### src/rtl/vga_ram_arb.sv
// Single-port VGA RAM arbiter: fixed-latency display reads take priority, host
// req/ack accesses use the free slots. Optional macro VGA_ARB_BLANK_LOCK_EN.
module vga_ram_arb #(
  parameter int ADDR_W   = 11,
  parameter int DATA_W   = 8,
  parameter int MAX_WAIT = 64
) (
  input  logic              SYSCLK,
  input  logic              RST,
  input  logic              disp_req,
  input  logic [ADDR_W-1:0] disp_addr,
  input  logic              disp_blank,
  output logic [DATA_W-1:0] disp_data,
  output logic              disp_vld,
  input  logic              host_req,
  input  logic              host_we,
  input  logic [ADDR_W-1:0] host_addr,
  input  logic [DATA_W-1:0] host_wdata,
  output logic              host_ack,
  output logic [DATA_W-1:0] host_rdata,
  output logic              host_starve,
  input  logic              starve_clr,
  output logic [ADDR_W-1:0] ram_addr,
  output logic              ram_we,
  output logic [DATA_W-1:0] ram_wdata,
  input  logic [DATA_W-1:0] ram_rdata,
  output logic [1:0]        dbg_host_state
);

  // Host handshake: host_req is a level held (with we/addr/wdata stable) until
  // the one-cycle host_ack strobe; host_req is sampled again from the ack cycle
  // on, so a host with no further work drops it during the ack cycle.
  typedef enum logic [1:0] {
    H_IDLE  = 2'd0,
    H_PEND  = 2'd1,
    H_ISSUE = 2'd2,
    H_DATA  = 2'd3
  } host_state_e;

  localparam logic [15:0] MAX_WAIT_V = 16'(MAX_WAIT);

  host_state_e       state_q, state_d;
  logic [15:0]       wait_q, wait_d;
  logic              op_we_q, op_we_d;
  logic              disp_s1_q, disp_s1_d;
  logic              disp_s2_q, disp_s2_d;
  logic [DATA_W-1:0] disp_data_q, disp_data_d;
  logic              disp_vld_q, disp_vld_d;
  logic              host_ack_q, host_ack_d;
  logic [DATA_W-1:0] host_rdata_q, host_rdata_d;
  logic              host_starve_q, host_starve_d;
  logic [ADDR_W-1:0] ram_addr_q, ram_addr_d;
  logic              ram_we_q, ram_we_d;
  logic [DATA_W-1:0] ram_wdata_q, ram_wdata_d;
  logic              port_free;
  logic              host_issue;

`ifdef VGA_ARB_BLANK_LOCK_EN
  // Host traffic is confined to blanking so the visible frame never tears.
  assign port_free = !disp_req && disp_blank;
`else
  logic unused_blank;
  assign unused_blank = disp_blank;
  assign port_free    = !disp_req;
`endif

  always_comb begin
    state_d      = state_q;
    wait_d       = wait_q;
    op_we_d      = op_we_q;
    host_ack_d   = 1'b0;
    host_rdata_d = host_rdata_q;
    host_issue   = 1'b0;
    case (state_q)
      H_IDLE: begin
        if (host_req) begin
          if (port_free) begin
            state_d    = H_ISSUE;
            host_issue = 1'b1;
          end else begin
            state_d = H_PEND;
          end
        end
      end
      H_PEND: begin
        if (wait_q != MAX_WAIT_V) wait_d = wait_q + 16'd1;
        if (port_free) begin
          state_d    = H_ISSUE;
          host_issue = 1'b1;
        end
      end
      H_ISSUE: begin
        wait_d  = 16'd0;
        state_d = H_DATA;
      end
      H_DATA: begin
        // RAM data for the host slot is on ram_rdata during this cycle.
        if (!op_we_q) host_rdata_d = ram_rdata;
        host_ack_d = 1'b1;
        state_d    = H_IDLE;
      end
      default: state_d = H_IDLE;
    endcase
    if (host_issue) op_we_d = host_we;
  end

  always_comb begin
    ram_addr_d  = ram_addr_q;
    ram_we_d    = 1'b0;
    ram_wdata_d = ram_wdata_q;
    if (disp_req) begin
      ram_addr_d = disp_addr;
    end else if (host_issue) begin
      ram_addr_d  = host_addr;
      ram_we_d    = host_we;
      ram_wdata_d = host_wdata;
    end
  end

  // Two-stage marker follows each display slot through the RAM read latency.
  always_comb begin
    disp_s1_d   = disp_req;
    disp_s2_d   = disp_s1_q;
    disp_vld_d  = disp_s2_q;
    disp_data_d = disp_s2_q ? ram_rdata : disp_data_q;
  end

  always_comb begin
    host_starve_d = host_starve_q;
    if (starve_clr) host_starve_d = 1'b0;
    if (wait_d == MAX_WAIT_V) host_starve_d = 1'b1;
  end

  always_ff @(posedge SYSCLK) begin
    if (RST) begin
      state_q       <= H_IDLE;
      wait_q        <= 16'd0;
      op_we_q       <= 1'b0;
      disp_s1_q     <= 1'b0;
      disp_s2_q     <= 1'b0;
      disp_data_q   <= '0;
      disp_vld_q    <= 1'b0;
      host_ack_q    <= 1'b0;
      host_rdata_q  <= '0;
      host_starve_q <= 1'b0;
      ram_addr_q    <= '0;
      ram_we_q      <= 1'b0;
      ram_wdata_q   <= '0;
    end else begin
      state_q       <= state_d;
      wait_q        <= wait_d;
      op_we_q       <= op_we_d;
      disp_s1_q     <= disp_s1_d;
      disp_s2_q     <= disp_s2_d;
      disp_data_q   <= disp_data_d;
      disp_vld_q    <= disp_vld_d;
      host_ack_q    <= host_ack_d;
      host_rdata_q  <= host_rdata_d;
      host_starve_q <= host_starve_d;
      ram_addr_q    <= ram_addr_d;
      ram_we_q      <= ram_we_d;
      ram_wdata_q   <= ram_wdata_d;
    end
  end

  assign disp_data      = disp_data_q;
  assign disp_vld       = disp_vld_q;
  assign host_ack       = host_ack_q;
  assign host_rdata     = host_rdata_q;
  assign host_starve    = host_starve_q;
  assign ram_addr       = ram_addr_q;
  assign ram_we         = ram_we_q;
  assign ram_wdata      = ram_wdata_q;
  assign dbg_host_state = state_q;

endmodule

### config.mk
export PLATFORM = sky130hd
export DESIGN_NAME = vga_ram_arb
export DESIGN_NICKNAME = d
export VERILOG_FILES = /design/src/rtl/vga_ram_arb.sv
export SDC_FILE = /design/constraint.sdc
export NUM_CORES = 1
export LEC_CHECK = 0
export ABC_CLOCK_PERIOD_IN_PS = 2700
export CAP_MARGIN = 5
export CORE_MARGIN = 8
export CORE_UTILIZATION = 62
export DETAILED_ROUTE_END_ITERATION = 6
export DONT_BUFFER_PORTS = 1
export PLACE_DENSITY_LB_ADDON = 0.3
export SYNTH_ARGS = -nofsm -noshare
export SYNTH_HDL_FRONTEND = slang
export SYNTH_SLANG_ARGS = --single-unit
### constraint.sdc
create_clock -name SYSCLK -period 2.7 [get_ports SYSCLK]
set_clock_uncertainty 0.15 [all_clocks]
set_input_delay 0.135 -clock SYSCLK [delete_from_list [all_inputs] [get_ports SYSCLK]]
set_output_delay 0.135 -clock SYSCLK [all_outputs]
set_load 0.02 [all_outputs]
======== Word level (Yosys, flattened, before mapping) ========
Index checks and enable logic that the tools add are counted.
storage, ports and cells
  register bits ........................... 60
  bits of input ports ..................... 45
  word-level logic and storage cells ...... 45
operators by class
  add/subtract/negate cells ............... 1
  eq/ne operators ......................... 7
  mux-type cells .......................... 14
  bitwise gates (word level) .............. 3
  reduce and logical (&&, ||, !) cells .... 7
operator list
  kind                                                              count
  16-bit one-hot mux with 2 select lines                            1
  11-bit two-way mux                                                2
  16-bit by 1-bit adder with 16-bit output, second input constant   1
  16-bit by 7-bit == test with 1-bit output, second input constant  1
  16-bit two-way mux                                                1
  16-bit by 7-bit != test with 1-bit output, second input constant  1
  2-bit one-hot mux with 4 select lines                             1
  2-bit two-way mux                                                 3
  2-bit AND reduction                                               3
  1-bit two-way mux                                                 5
  2-bit == test, second input constant                              2
  2-bit != test, second input constant                              2
  2-bit nonzero test                                                2
  1-bit NOT                                                         3
  3-bit OR reduction                                                1
  2-bit by 1-bit == test with 1-bit output, second input constant   1
  2-bit logical NOT                                                 1
  1-bit one-hot mux with 2 select lines                             1

======== Longest topological paths before layout ========
  depth in word-level cells ............... 5
  depth in mapped cells ................... 9
  gate-level depth less buffers ........... 8

======== Worst setup path before layout ========
OpenSTA, ideal clock, no wires.
  path type ............................... reg-to-reg
  start ................................... register state_q[0], in the netlist dbg_host_state[0]
  end ..................................... register host_starve_q, in the netlist host_starve
  arrival ................................. 2063 ps
  data required time ...................... 2463 ps
  path slack .............................. 400 ps
  stages on the path, launching flop included .. 10
  path buffers ............................ 1
  cells stage by stage .................... dfxtp_1 inv_1 ha_1 buf_2 nand4_1 nor3_1 xor2_1 nor4_1 nand4_1 o31ai_1
between the ends
  longest elaborated chain between the ends .. 4
  elaborated cells on any way between the ends .. 6
  those cells by class .................... eq/ne: 3; mux: 2; reduce/logical: 1
RTL lines
  item                                                                       RTL line  RTL
  start, declared                                                            42        host_state_e state_q, state_d;
  start signal, assigned                                                     150       state_q <= state_d;
  2-bit == test or 2-bit by 1-bit == test with 1-bit output (tied branches)  74        case (state_q)
  16-bit one-hot mux with 2 select lines (*)                                 74
  16-bit by 7-bit == test with 1-bit output (*)                              131       if (wait_d == MAX_WAIT_V) host_starve_d = 1'b1;
  1-bit two-way mux or 2-bit nonzero test (tied branches)                    -
  end signal, assigned                                                       159       host_starve_q <= host_starve_d;
  end, declared                                                              51        logic host_starve_q, host_starve_d;
Mark *: on every way between the ends. The rest lies on a longest branch, timed or not.
A chain may end at the register's enable or synchronous reset.

======== Worst setup path after layout ========
  start ................................... register state_q[0], in the netlist dbg_host_state[0]
  end ..................................... register ram_addr_q[1], in the netlist ram_addr[1]
between the ends
  longest elaborated chain between the ends .. 3
  elaborated cells on any way between the ends .. 4
  those cells by class .................... eq/ne: 1; mux: 1; reduce/logical: 2
RTL lines
  item                                                                           RTL line  RTL
  2-bit by 1-bit == test with 1-bit output or 2-bit logical NOT (tied branches)  74
  1-bit one-hot mux with 2 select lines (*)                                      74
  2-bit nonzero test (no line) (*)                                               -
  end signal, assigned                                                           160       ram_addr_q <= ram_addr_d;
  end, declared                                                                  52        logic [ADDR_W-1:0] ram_addr_q, ram_addr_d;
Marked as above.

==> impl_metrics.env <==
export IMPL_ys_top_cells_by_count="dfxtp_1, nor2_1, mux2i_1"
export IMPL_ioPinCount=86
export IMPL_p_sw_share_pct=34.78
export IMPL_utilization_pct=81.60
export IMPL_cts_buffers_inserted=9
export IMPL_synthTopCellsByArea="dfxtp_1, mux2i_1, nor2_1"
export IMPL_viasPerCell=5.945
export IMPL_num_vias=2396
export IMPL_grt_pass1_wl_um=12710
export IMPL_crit_arrival_ns=2.53
export IMPL_vdd_drop_max_v=0.0006290
export IMPL_nets=397
export IMPL_place_hpwl_um=4322
export IMPL_drt_pass1_iter_count=4
export IMPL_yosysSeqAreaShare_pct=43.24
export IMPL_grt_pass1_vias=2543
export IMPL_rsz0062_at_grt="false"
export IMPL_worstSkewPairLatency_ns=0.35
export IMPL_synth_edf_count=0
export IMPL_finalHoldViolations=0
export IMPL_wl_per_cell_um=18.83
export IMPL_cts_root_buf="clkbuf_8"
export IMPL_stdcell_count=403
export IMPL_antenna_found_initial=0
export IMPL_postSynthCellCount=303
export IMPL_status="finished, final reports clean"
export IMPL_h_tree_depth=3
export IMPL_pwr_share_comb_pct=25.9
export IMPL_drv_cap=0
export IMPL_critPathKind="flop to flop"
export IMPL_clkPwrFrac_pct=34.5
export IMPL_hold_class="flop to flop"
export IMPL_dp_cells=338
export IMPL_startpoint_type="flop"
export IMPL_yosysMostFrequentCell="dfxtp_1"
export IMPL_fmax_ghz=0.4102
export IMPL_clock_sinks=60
export IMPL_cts_tree="done"
export IMPL_critical_path_required_ns=2.79
export IMPL_final_cell_area_mm2=0.003528
export IMPL_area_growth_pct=27.03
export IMPL_synth_area_mm2=0.002778
export IMPL_fin_hold_ws_ns=0.3220
export IMPL_layout_drive_gt1_share_pct=8.547
export IMPL_finalWirelength_um=7588
export IMPL_layout_min_cycle_time_ns=2.438
export IMPL_dr_first_iter_drc_count=154
export IMPL_crit_fanout=22
export IMPL_grt_total_usage_pct=22.12
export IMPL_finalSetupViolCount=0
export IMPL_grt_max_degree=52
export IMPL_max_slew_margin_pct=47.69
export IMPL_worst_slew_pin_slew_ns=0.7820
export IMPL_tns_ns=0
export IMPL_portBuffers=0
export IMPL_yosysTopAreaCellShare_pct=43.24
export IMPL_synth_top_area_cell="dfxtp_1"
export IMPL_placed_area_mm2=0.002779
export IMPL_synth_main_ff_cell="dfxtp_1"
export IMPL_timing_final_max_slew_violations=0
export IMPL_p_leak_nw=1.368
export IMPL_ys_types=43
export IMPL_cts_path_max_buffers=2
export IMPL_syn_avg_cell_area_um2=9.167
export IMPL_dieArea_mm2=0.006878
export IMPL_die_height_um=82.94
export IMPL_chipWidth_um=82.94
export IMPL_final_period_utilization_pct=90.30
export IMPL_rows=24
export IMPL_start_util_pct=64.24
export IMPL_core_area_mm2=0.004324
export IMPL_antenna_cells=0
export IMPL_drtAntennaViolNets=0
export IMPL_ys_seq_elements=60
export IMPL_switchingPower_mw=1.015
export IMPL_synth_warnings=0
export IMPL_p_int_mw=1.903
export IMPL_gp_congestion=0.8398
export IMPL_crit_path_end_kind="flop"
export IMPL_worst_setup_hold_path_clk_slew_ns=0.07
export IMPL_cts_resized=0
export IMPL_grt_overflow_total=0
export IMPL_synth_async_sr_flop_share_pct=0
export IMPL_synth_nets=354
export IMPL_power_frac_seq_pct=39.6
export IMPL_drc=0
export IMPL_power_density_mw_per_mm2=826.9
what timing repair did:
item                                   in CTS  in global routing
endpoints found under the hold margin      50                  0
buffers inserted                            0                  0
hold buffers                               49                  0
placed cells by master (no fill, tap or decap), drive strengths merged, types with 9 or more instances in the layout:
cell	synthesis	layout
clkbuf	14	9
dfxtp	60	60
nor2	59	59
a211oi	12	12
mux2i	41	41
dlygate4sd3	0	48
nand2	16	16
nor2b	9	9
per-layer routing:
layer	global-route usage (%)	part of all wire, %	up-vias
li1	-	-	1147
met1	23.16	38	1124
met2	38.05	51	106
met3	7.227	7.9	19
met4	12.30	3.0	0
met5	0	0	-
through the flow:
stage	setup slack, ns	total power [mW]
final	0.2620	2.918
after global routing	0.03460	3.050
after CTS	0.3847	2.852
after detailed placement	0.4047	1.783
after global placement	0.4747	1.761
after floorplan	0.4002	1.643
power groups by stage:
stage,Clock [mW],Sequential [mW],Combinational [mW]
finish,1.01,1.16,0.756
global route,1.06,1.17,0.829
detailed placement,0,1.17,0.617
CTS,1.00,1.15,0.704
global placement,0,1.16,0.599
floorplan,0,1.16,0.479
worst paths after layout:
| path | slack (ns) | start | cells past startpoint | end |
|---|---|---|---|---|
| min reg2reg | 0.32 | disp_s1_q$_SDFF_PP0_ | 1 | disp_s2_q$_SDFF_PP0_ |
| max | 0.26 | dbg_host_state[0]$_SDFFE_PP0P_ | 6 | ram_addr[1]$_SDFFE_PP0P_ |
| max reg2reg | 0.26 | dbg_host_state[0]$_SDFFE_PP0P_ | 6 | ram_addr[1]$_SDFFE_PP0P_ |
| min | 0.32 | disp_s1_q$_SDFF_PP0_ | 1 | disp_s2_q$_SDFF_PP0_ |
worst max-delay path, cell delays in order (launching register included):
cell and delay [ns]:
dfxtp_1 0.35, buf_4 0.18, ha_1 0.50, a21oi_1 0.18
nand2b_1 0.60, nor2_1 0.10, a211oi_1 0.27
final cells by class:
type,instances,area (um2)
clock buffers,9,123.9
multi-input cells,215,1456
fillers,250,795.8
well taps,52,65.06
repair buffers,53,530.5
inverters,7,26.28
clock inverters,7,125.1
flip-flops and latches,60,1201
cells by family after synthesis:
| logic type | Yosys count | share of synthesized area [%] |
|---|---|---|
| compound gates | 32 | 8.559 |
| xor+xnor | 13 | 4.099 |
| fa+ha+maj | 6 | 2.703 |
| buf+inv | 28 | 4.324 |
| flops | 60 | 43.24 |
| mux | 42 | 15.18 |
| simple gates | 122 | 21.89 |
flip-flops by register name, indices dropped and copies added (netlist names), 2 cells and up:
name and cells:
wait_q 16, ram_addr 11, disp_data 8, host_rdata 8, ram_wdata 8, dbg_host_state 2
(Power assumes the default switching activity.)
